==> src/rtl/vga_timing_pkg.sv <==
// Default 1024x768@60 raster timing constants and counter widths shared by
// the VGA sync generator and its axis counters.
package vga_timing_pkg;

    localparam int unsigned H_VISIBLE = 32'd1024;
    localparam int unsigned H_FRONT   = 32'd24;
    localparam int unsigned H_SYNC    = 32'd136;
    localparam int unsigned H_BACK    = 32'd160;
    localparam int unsigned V_VISIBLE = 32'd768;
    localparam int unsigned V_FRONT   = 32'd3;
    localparam int unsigned V_SYNC    = 32'd6;
    localparam int unsigned V_BACK    = 32'd29;
    localparam logic        SYNC_ACTIVE = 1'b0;

    localparam int unsigned H_TOTAL      = H_VISIBLE + H_FRONT + H_SYNC + H_BACK;
    localparam int unsigned V_TOTAL      = V_VISIBLE + V_FRONT + V_SYNC + V_BACK;
    localparam int unsigned H_SYNC_START = H_VISIBLE + H_FRONT;
    localparam int unsigned H_SYNC_END   = H_SYNC_START + H_SYNC;
    localparam int unsigned V_SYNC_START = V_VISIBLE + V_FRONT;
    localparam int unsigned V_SYNC_END   = V_SYNC_START + V_SYNC;

    localparam int unsigned X_W = 32'd11;
    localparam int unsigned Y_W = 32'd10;

endpackage

==> src/rtl/vga_axis_counter.sv <==
// One raster axis: wrapping position counter with sync and blank decoded from
// the next count so they are registered in step with the count itself.
module vga_axis_counter
    import vga_timing_pkg::*;
#(
    parameter int unsigned TOTAL       = H_TOTAL,
    parameter int unsigned VISIBLE     = H_VISIBLE,
    parameter int unsigned SYNC_START  = H_SYNC_START,
    parameter int unsigned SYNC_END    = H_SYNC_END,
    parameter int unsigned W           = X_W,
    parameter logic        SYNC_ACTIVE = 1'b0
) (
    input  logic         clk,
    input  logic         rst,
    input  logic         enable,
    output logic [W-1:0] count,
    output logic [W-1:0] count_next,
    output logic         wrap,
    output logic         sync,
    output logic         blank
);

    localparam logic [W-1:0] LAST  = W'(TOTAL - 32'd1);
    localparam logic [W-1:0] ONE   = W'(32'd1);
    // One extra bit so a boundary equal to 2**W still compares correctly.
    localparam logic [W:0]   VIS_L = (W+1)'(VISIBLE);
    localparam logic [W:0]   SS_L  = (W+1)'(SYNC_START);
    localparam logic [W:0]   SE_L  = (W+1)'(SYNC_END);

    logic [W-1:0] count_q, count_d;
    logic         sync_q, sync_d;
    logic         blank_q, blank_d;
    logic         wrap_s;

    always_comb begin
        wrap_s = enable && (count_q == LAST);
        if (wrap_s) begin
            count_d = '0;
        end else if (enable) begin
            count_d = count_q + ONE;
        end else begin
            count_d = count_q;
        end
        sync_d  = (({1'b0, count_d} >= SS_L) && ({1'b0, count_d} < SE_L)) ? SYNC_ACTIVE : ~SYNC_ACTIVE;
        blank_d = ({1'b0, count_d} >= VIS_L);
    end

    always_ff @(posedge clk) begin
        if (rst) begin
            count_q <= '0;
            sync_q  <= ~SYNC_ACTIVE;
            blank_q <= 1'b0;
        end else begin
            count_q <= count_d;
            sync_q  <= sync_d;
            blank_q <= blank_d;
        end
    end

    assign count      = count_q;
    assign count_next = count_d;
    assign wrap       = wrap_s;
    assign sync       = sync_q;
    assign blank      = blank_q;

endmodule

==> src/rtl/vga_sync_gen.sv <==
// VGA raster timing generator: beam position, syncs, blank and sticky frame
// interrupt. Define VGA_HBLANK_IRQ_EN for an extra per-visible-line interrupt.
module vga_sync_gen #(
    parameter int unsigned H_VISIBLE   = vga_timing_pkg::H_VISIBLE,
    parameter int unsigned H_FRONT     = vga_timing_pkg::H_FRONT,
    parameter int unsigned H_SYNC      = vga_timing_pkg::H_SYNC,
    parameter int unsigned H_BACK      = vga_timing_pkg::H_BACK,
    parameter int unsigned V_VISIBLE   = vga_timing_pkg::V_VISIBLE,
    parameter int unsigned V_FRONT     = vga_timing_pkg::V_FRONT,
    parameter int unsigned V_SYNC      = vga_timing_pkg::V_SYNC,
    parameter int unsigned V_BACK      = vga_timing_pkg::V_BACK,
    parameter logic        SYNC_ACTIVE = vga_timing_pkg::SYNC_ACTIVE
) (
    input  logic                              clk,
    input  logic                              rst,
    input  logic                              cli,
    output logic [vga_timing_pkg::X_W-1:0]    x,
    output logic [vga_timing_pkg::Y_W-1:0]    y,
    output logic                              hsync,
    output logic                              vsync,
    output logic                              blank,
    output logic                              interrupt
);

    import vga_timing_pkg::*;

    localparam int unsigned H_TOT    = H_VISIBLE + H_FRONT + H_SYNC + H_BACK;
    localparam int unsigned V_TOT    = V_VISIBLE + V_FRONT + V_SYNC + V_BACK;
    localparam int unsigned HS_START = H_VISIBLE + H_FRONT;
    localparam int unsigned HS_END   = HS_START + H_SYNC;
    localparam int unsigned VS_START = V_VISIBLE + V_FRONT;
    localparam int unsigned VS_END   = VS_START + V_SYNC;

    localparam logic [X_W-1:0] X_VIS = X_W'(H_VISIBLE);
    localparam logic [Y_W-1:0] Y_VIS = Y_W'(V_VISIBLE);

    if ((H_TOT > 32'd2048) || (V_TOT > 32'd1024)) begin : g_mode_check
        $error("vga_sync_gen: mode needs H_TOTAL <= 2048 and V_TOTAL <= 1024");
    end

    logic [X_W-1:0] x_next;
    logic [Y_W-1:0] y_next;
    logic           h_wrap, v_wrap_unused;
    logic           h_blank, v_blank;
    logic           irq_set;
    logic           interrupt_q, interrupt_d;

    vga_axis_counter #(
        .TOTAL(H_TOT), .VISIBLE(H_VISIBLE), .SYNC_START(HS_START), .SYNC_END(HS_END),
        .W(X_W), .SYNC_ACTIVE(SYNC_ACTIVE)
    ) u_h_axis (
        .clk(clk), .rst(rst), .enable(1'b1),
        .count(x), .count_next(x_next), .wrap(h_wrap), .sync(hsync), .blank(h_blank)
    );

    // The vertical axis only advances on the horizontal wrap.
    vga_axis_counter #(
        .TOTAL(V_TOT), .VISIBLE(V_VISIBLE), .SYNC_START(VS_START), .SYNC_END(VS_END),
        .W(Y_W), .SYNC_ACTIVE(SYNC_ACTIVE)
    ) u_v_axis (
        .clk(clk), .rst(rst), .enable(h_wrap),
        .count(y), .count_next(y_next), .wrap(v_wrap_unused), .sync(vsync), .blank(v_blank)
    );

    assign blank = h_blank | v_blank;

    // Set is decoded from the next position so it lands with (0, V_VISIBLE); set beats cli.
    always_comb begin
        irq_set = (x_next == '0) && (y_next == Y_VIS);
`ifdef VGA_HBLANK_IRQ_EN
        irq_set = irq_set || ((x_next == X_VIS) && (y_next < Y_VIS));
`endif
        interrupt_d = irq_set || (interrupt_q && !cli);
    end

    always_ff @(posedge clk) begin
        if (rst) begin
            interrupt_q <= 1'b0;
        end else begin
            interrupt_q <= interrupt_d;
        end
    end

    assign interrupt = interrupt_q;

endmodule

==> config.mk <==
export PLATFORM = sky130hd
export DESIGN_NAME = vga_sync_gen
export DESIGN_NICKNAME = d
export VERILOG_FILES = /design/src/rtl/vga_timing_pkg.sv /design/src/rtl/vga_axis_counter.sv /design/src/rtl/vga_sync_gen.sv
export SDC_FILE = /design/constraint.sdc
export NUM_CORES = 1
export LEC_CHECK = 0
export CAP_MARGIN = 0
export CORE_AREA = 2 2 59 61
export DETAILED_ROUTE_END_ITERATION = 12
export DIE_AREA = 0 0 61 63
export GPL_TIMING_DRIVEN = 0
export PLACE_DENSITY = 0.8
export SLEW_MARGIN = 10
export SYNTH_ARGS = -nofsm -noshare
export SYNTH_HDL_FRONTEND = slang
export SYNTH_SLANG_ARGS = --single-unit
==> constraint.sdc <==
create_clock -name clk -period 3.17 [get_ports clk]
set_clock_uncertainty 0.1 [all_clocks]
set_input_delay 0.317 -clock clk [delete_from_list [all_inputs] [get_ports clk]]
set_output_delay 0.317 -clock clk [all_outputs]
set_load 0.05 [all_outputs]
==> results.md <==
- F_max: 404 MHz
- Post-synth top cells: dfxtp_1, nor2_1, nand2_1, xnor2_1, nand3_1
- CTS tree: built
- Clk_lat worst skew: 320 ps
- Vias per cell: 5.35
- Gr usage total: 19.4%
- Number of global-route vias before repair: about 1200
- Req. time, crit path: 3290 ps
- Synth Area per Inst: 8.56 sq um
- Endpoints failing setup: 0
- Die Ht: 63 um
- Seq/Total Area, Yosys: 32.7%
- DR WL/cell: between 10 and 15 um
- Area Overhead vs Synth: 23.1%
- Layout cell share with drive strength beyond 1: about a tenth
- R2r setup slk: about 700 ps
- Die Area: 3840 sq um
- Setup ws final: 696 ps
- Nets: 217
- Post-synthesis instance area: about 1500 sq um
- Routed vias: about 1400
- Leakage: 0.632 nW
- CP endpoint kind: register
- Clk slew on worst S/H paths: 140 ps
- # H-tree levels: 1
- P per Cell Area: 270 nW/um^2
- Post-CTS Setup Bufs: 0
- Crit share post-route: about four fifths
- Dpl ws: 726 ps
- Io pins: 28
- Worst hold path type: reg -> reg
- Die width: 61 um
- Worst vdd ir: 0.156 mV
- CTS Buffer Depth: 2
- Outcome: finished clean
- Root Driver: clkbuf_4
- CTS Buf Count: 3
- Setup TNS: 0 ps
- Pre-Repair DR Iteration Count: 4
- CTS Hold Buffers Added: 0
- Cell taking the most area after synthesis: dfxtp_1
- Worst Setup Path Type: reg -> reg
- Power Total: about 510 uW
- Gpl congestion: ~0.86
- Fin crit period: 2470 ps
- Synth Flop Type: dfxtp_1
- First-pass GRT wire length: 5780 um
- Final instance area: about 1900 sq um
- Hold WS: 371 ps
- Synth cell types: 49
- Critical Path AT: 2590 ps
- Post-synth net total: 185
- Area share of the largest cell type after synthesis: 32.7%
- Hold Path End: interrupt$_SDFF_PP0_
- DRC viols: 0
- FP Rows: 21
- Hold Fails Final Rpt: 0
- Largest net degree at the start of global routing: 14
- Setup crit start kind: register
- Starting Density: 47.4%
- Most common cell in the netlist: dfxtp_1
- Slew Limit Fails: 0
- Synth warn: 0
- HPWL Detailed: 2570 um
- Hold depth: 2
- Final ANT Viol Nets: 0
- Drt total wl: around 3400 um
- GR Overflow Total: 0
- Placed Area: ~1900 sq um
- CTS resizes: 0
- CTS sink cnt: 25
- CP max FO: 9
- Synth async-reset ratio: 0%
- RSZ-0062 raised after global routing: no
- #FFs+latches synth: 25
- Number of flops mapped to enable cells by yosys: 0
- Hold_sp: interrupt$_SDFF_PP0_
- MaxCap Viol Count: 0
- Reg2reg path depth: 7
- Reg2Reg Capture Point: u_v_axis.sync$_SDFF_PP1_
- Main area contributors after synthesis: dfxtp_1, xnor2_1, nor2_1
- Critical R2R Launch: u_h_axis.count[0]$_SDFF_PP0_
- N_diodes: 0
- Post-Synthesis Cells: 179
- Slew HR: 61.8%
- PortBufs: 27
- Initial antenna violation count: 0
- Worst-Margin Slew: 568 ps
- Core area: 3230 sq um
- 1st-iter DRT viols: 58
[placed cells by master (no fill, tap or decap), types with 6 or more instances in the layout]
cell type / n
nor2_1: 21
nand2_1: 12
nand4_1: 6
clkdlybuf4s50_1: 27
nor3_1: 9
dfxtp_1: 25
xor2_1: 6
xnor2_1: 12
clkbuf_1: 6
nand3_1: 11
[worst max-delay path, cell delays in order, from the launching register on]
cell	delay (ps)
dfxtp_1	430
ha_1	300
inv_1	120
nor4_4	570
nor2_1	100
a31oi_1	250
a221oi_1	120
or3_1	380
[state kept, by name, summed over array words and instances (netlist names)]
name / cells
u_h_axis.count: 10
interrupt: 1
u_v_axis.sync: 1
u_v_axis.count: 10
u_v_axis.blank: 1
u_h_axis.sync: 1
u_h_axis.blank: 1
[per-layer routing]
layer | part of all wire (%) | track usage, % | vias up | wire [um]
met2 | 45 | 29.4 | 37 | 1520
met3 | 3.7 | 1.86 | 5 | 126
li1 | - | - | 709 | -
met5 | 0 | 0 | - | 0
met1 | 50 | 28.6 | 619 | 1680
met4 | 1.4 | 5.71 | 0 | 49
[stage by stage]
stage                     utilization (%)  cells
final                                58.4    256
after global routing                 58.4    256
after CTS                            58.4    256
after detailed placement             57.6    252
after global placement               57.6    252
after floorplan                         -    179
[worst max-delay path by stage]
stage                                 startpoint                       end  slack, ps  cells past startpoint
floorplan           u_h_axis.count[0]$_SDFF_PP0_  u_v_axis.sync$_SDFF_PP1_        670                      7
detailed placement  u_h_axis.count[0]$_SDFF_PP0_  u_v_axis.sync$_SDFF_PP1_        730                      7
global route        u_h_axis.count[0]$_SDFF_PP0_  u_v_axis.sync$_SDFF_PP1_        540                      7
CTS                 u_h_axis.count[0]$_SDFF_PP0_  u_v_axis.sync$_SDFF_PP1_        680                      7
finish              u_h_axis.count[0]$_SDFF_PP0_  u_v_axis.sync$_SDFF_PP1_        700                      7
global placement    u_h_axis.count[0]$_SDFF_PP0_  u_v_axis.sync$_SDFF_PP1_        740                      7
[cell families (layout without fill, tap and decap cells)]
group / after synthesis / count (layout) / synth area share, %
AOI/OAI and AO/OA: 24 / 24 / 11.9
xor gates and xnor gates: 18 / 18 / 10.3
adders and majority gates: 3 / 3 / 2.45
buffers and inverters: 15 / 46 / 5.39
DFF: 25 / 25 / 32.7
muxes: 2 / 2 / 1.47
and+or+nand+nor: 92 / 92 / 35.8
[layout make-up]
| class | instances | area [sq um] |
|---|---|---|
| repair buffers | 27 | 270 |
| well taps | 46 | 57.6 |
| fillers | 300 | 1350 |
| flip-flops and latches | 25 | 500 |
| inverters | 2 | 7.51 |
| clock buffers | 4 | 26.3 |
| plain buffers | 13 | 75.1 |
| multi-input cells | 139 | 950 |
[power by group]
| part | internal, mW | leakage [nW] | total, mW | switching (mW) |
|---|---|---|---|---|
| clock | 0.0493 | 0.0150 | 0.147 | 0.0980 |
| sequential | 0.318 | 0.202 | 0.320 | 0.00284 |
| combinational | 0.0146 | 0.415 | 0.0424 | 0.0278 |
Note: power is estimated with default switching activity, not from simulation.
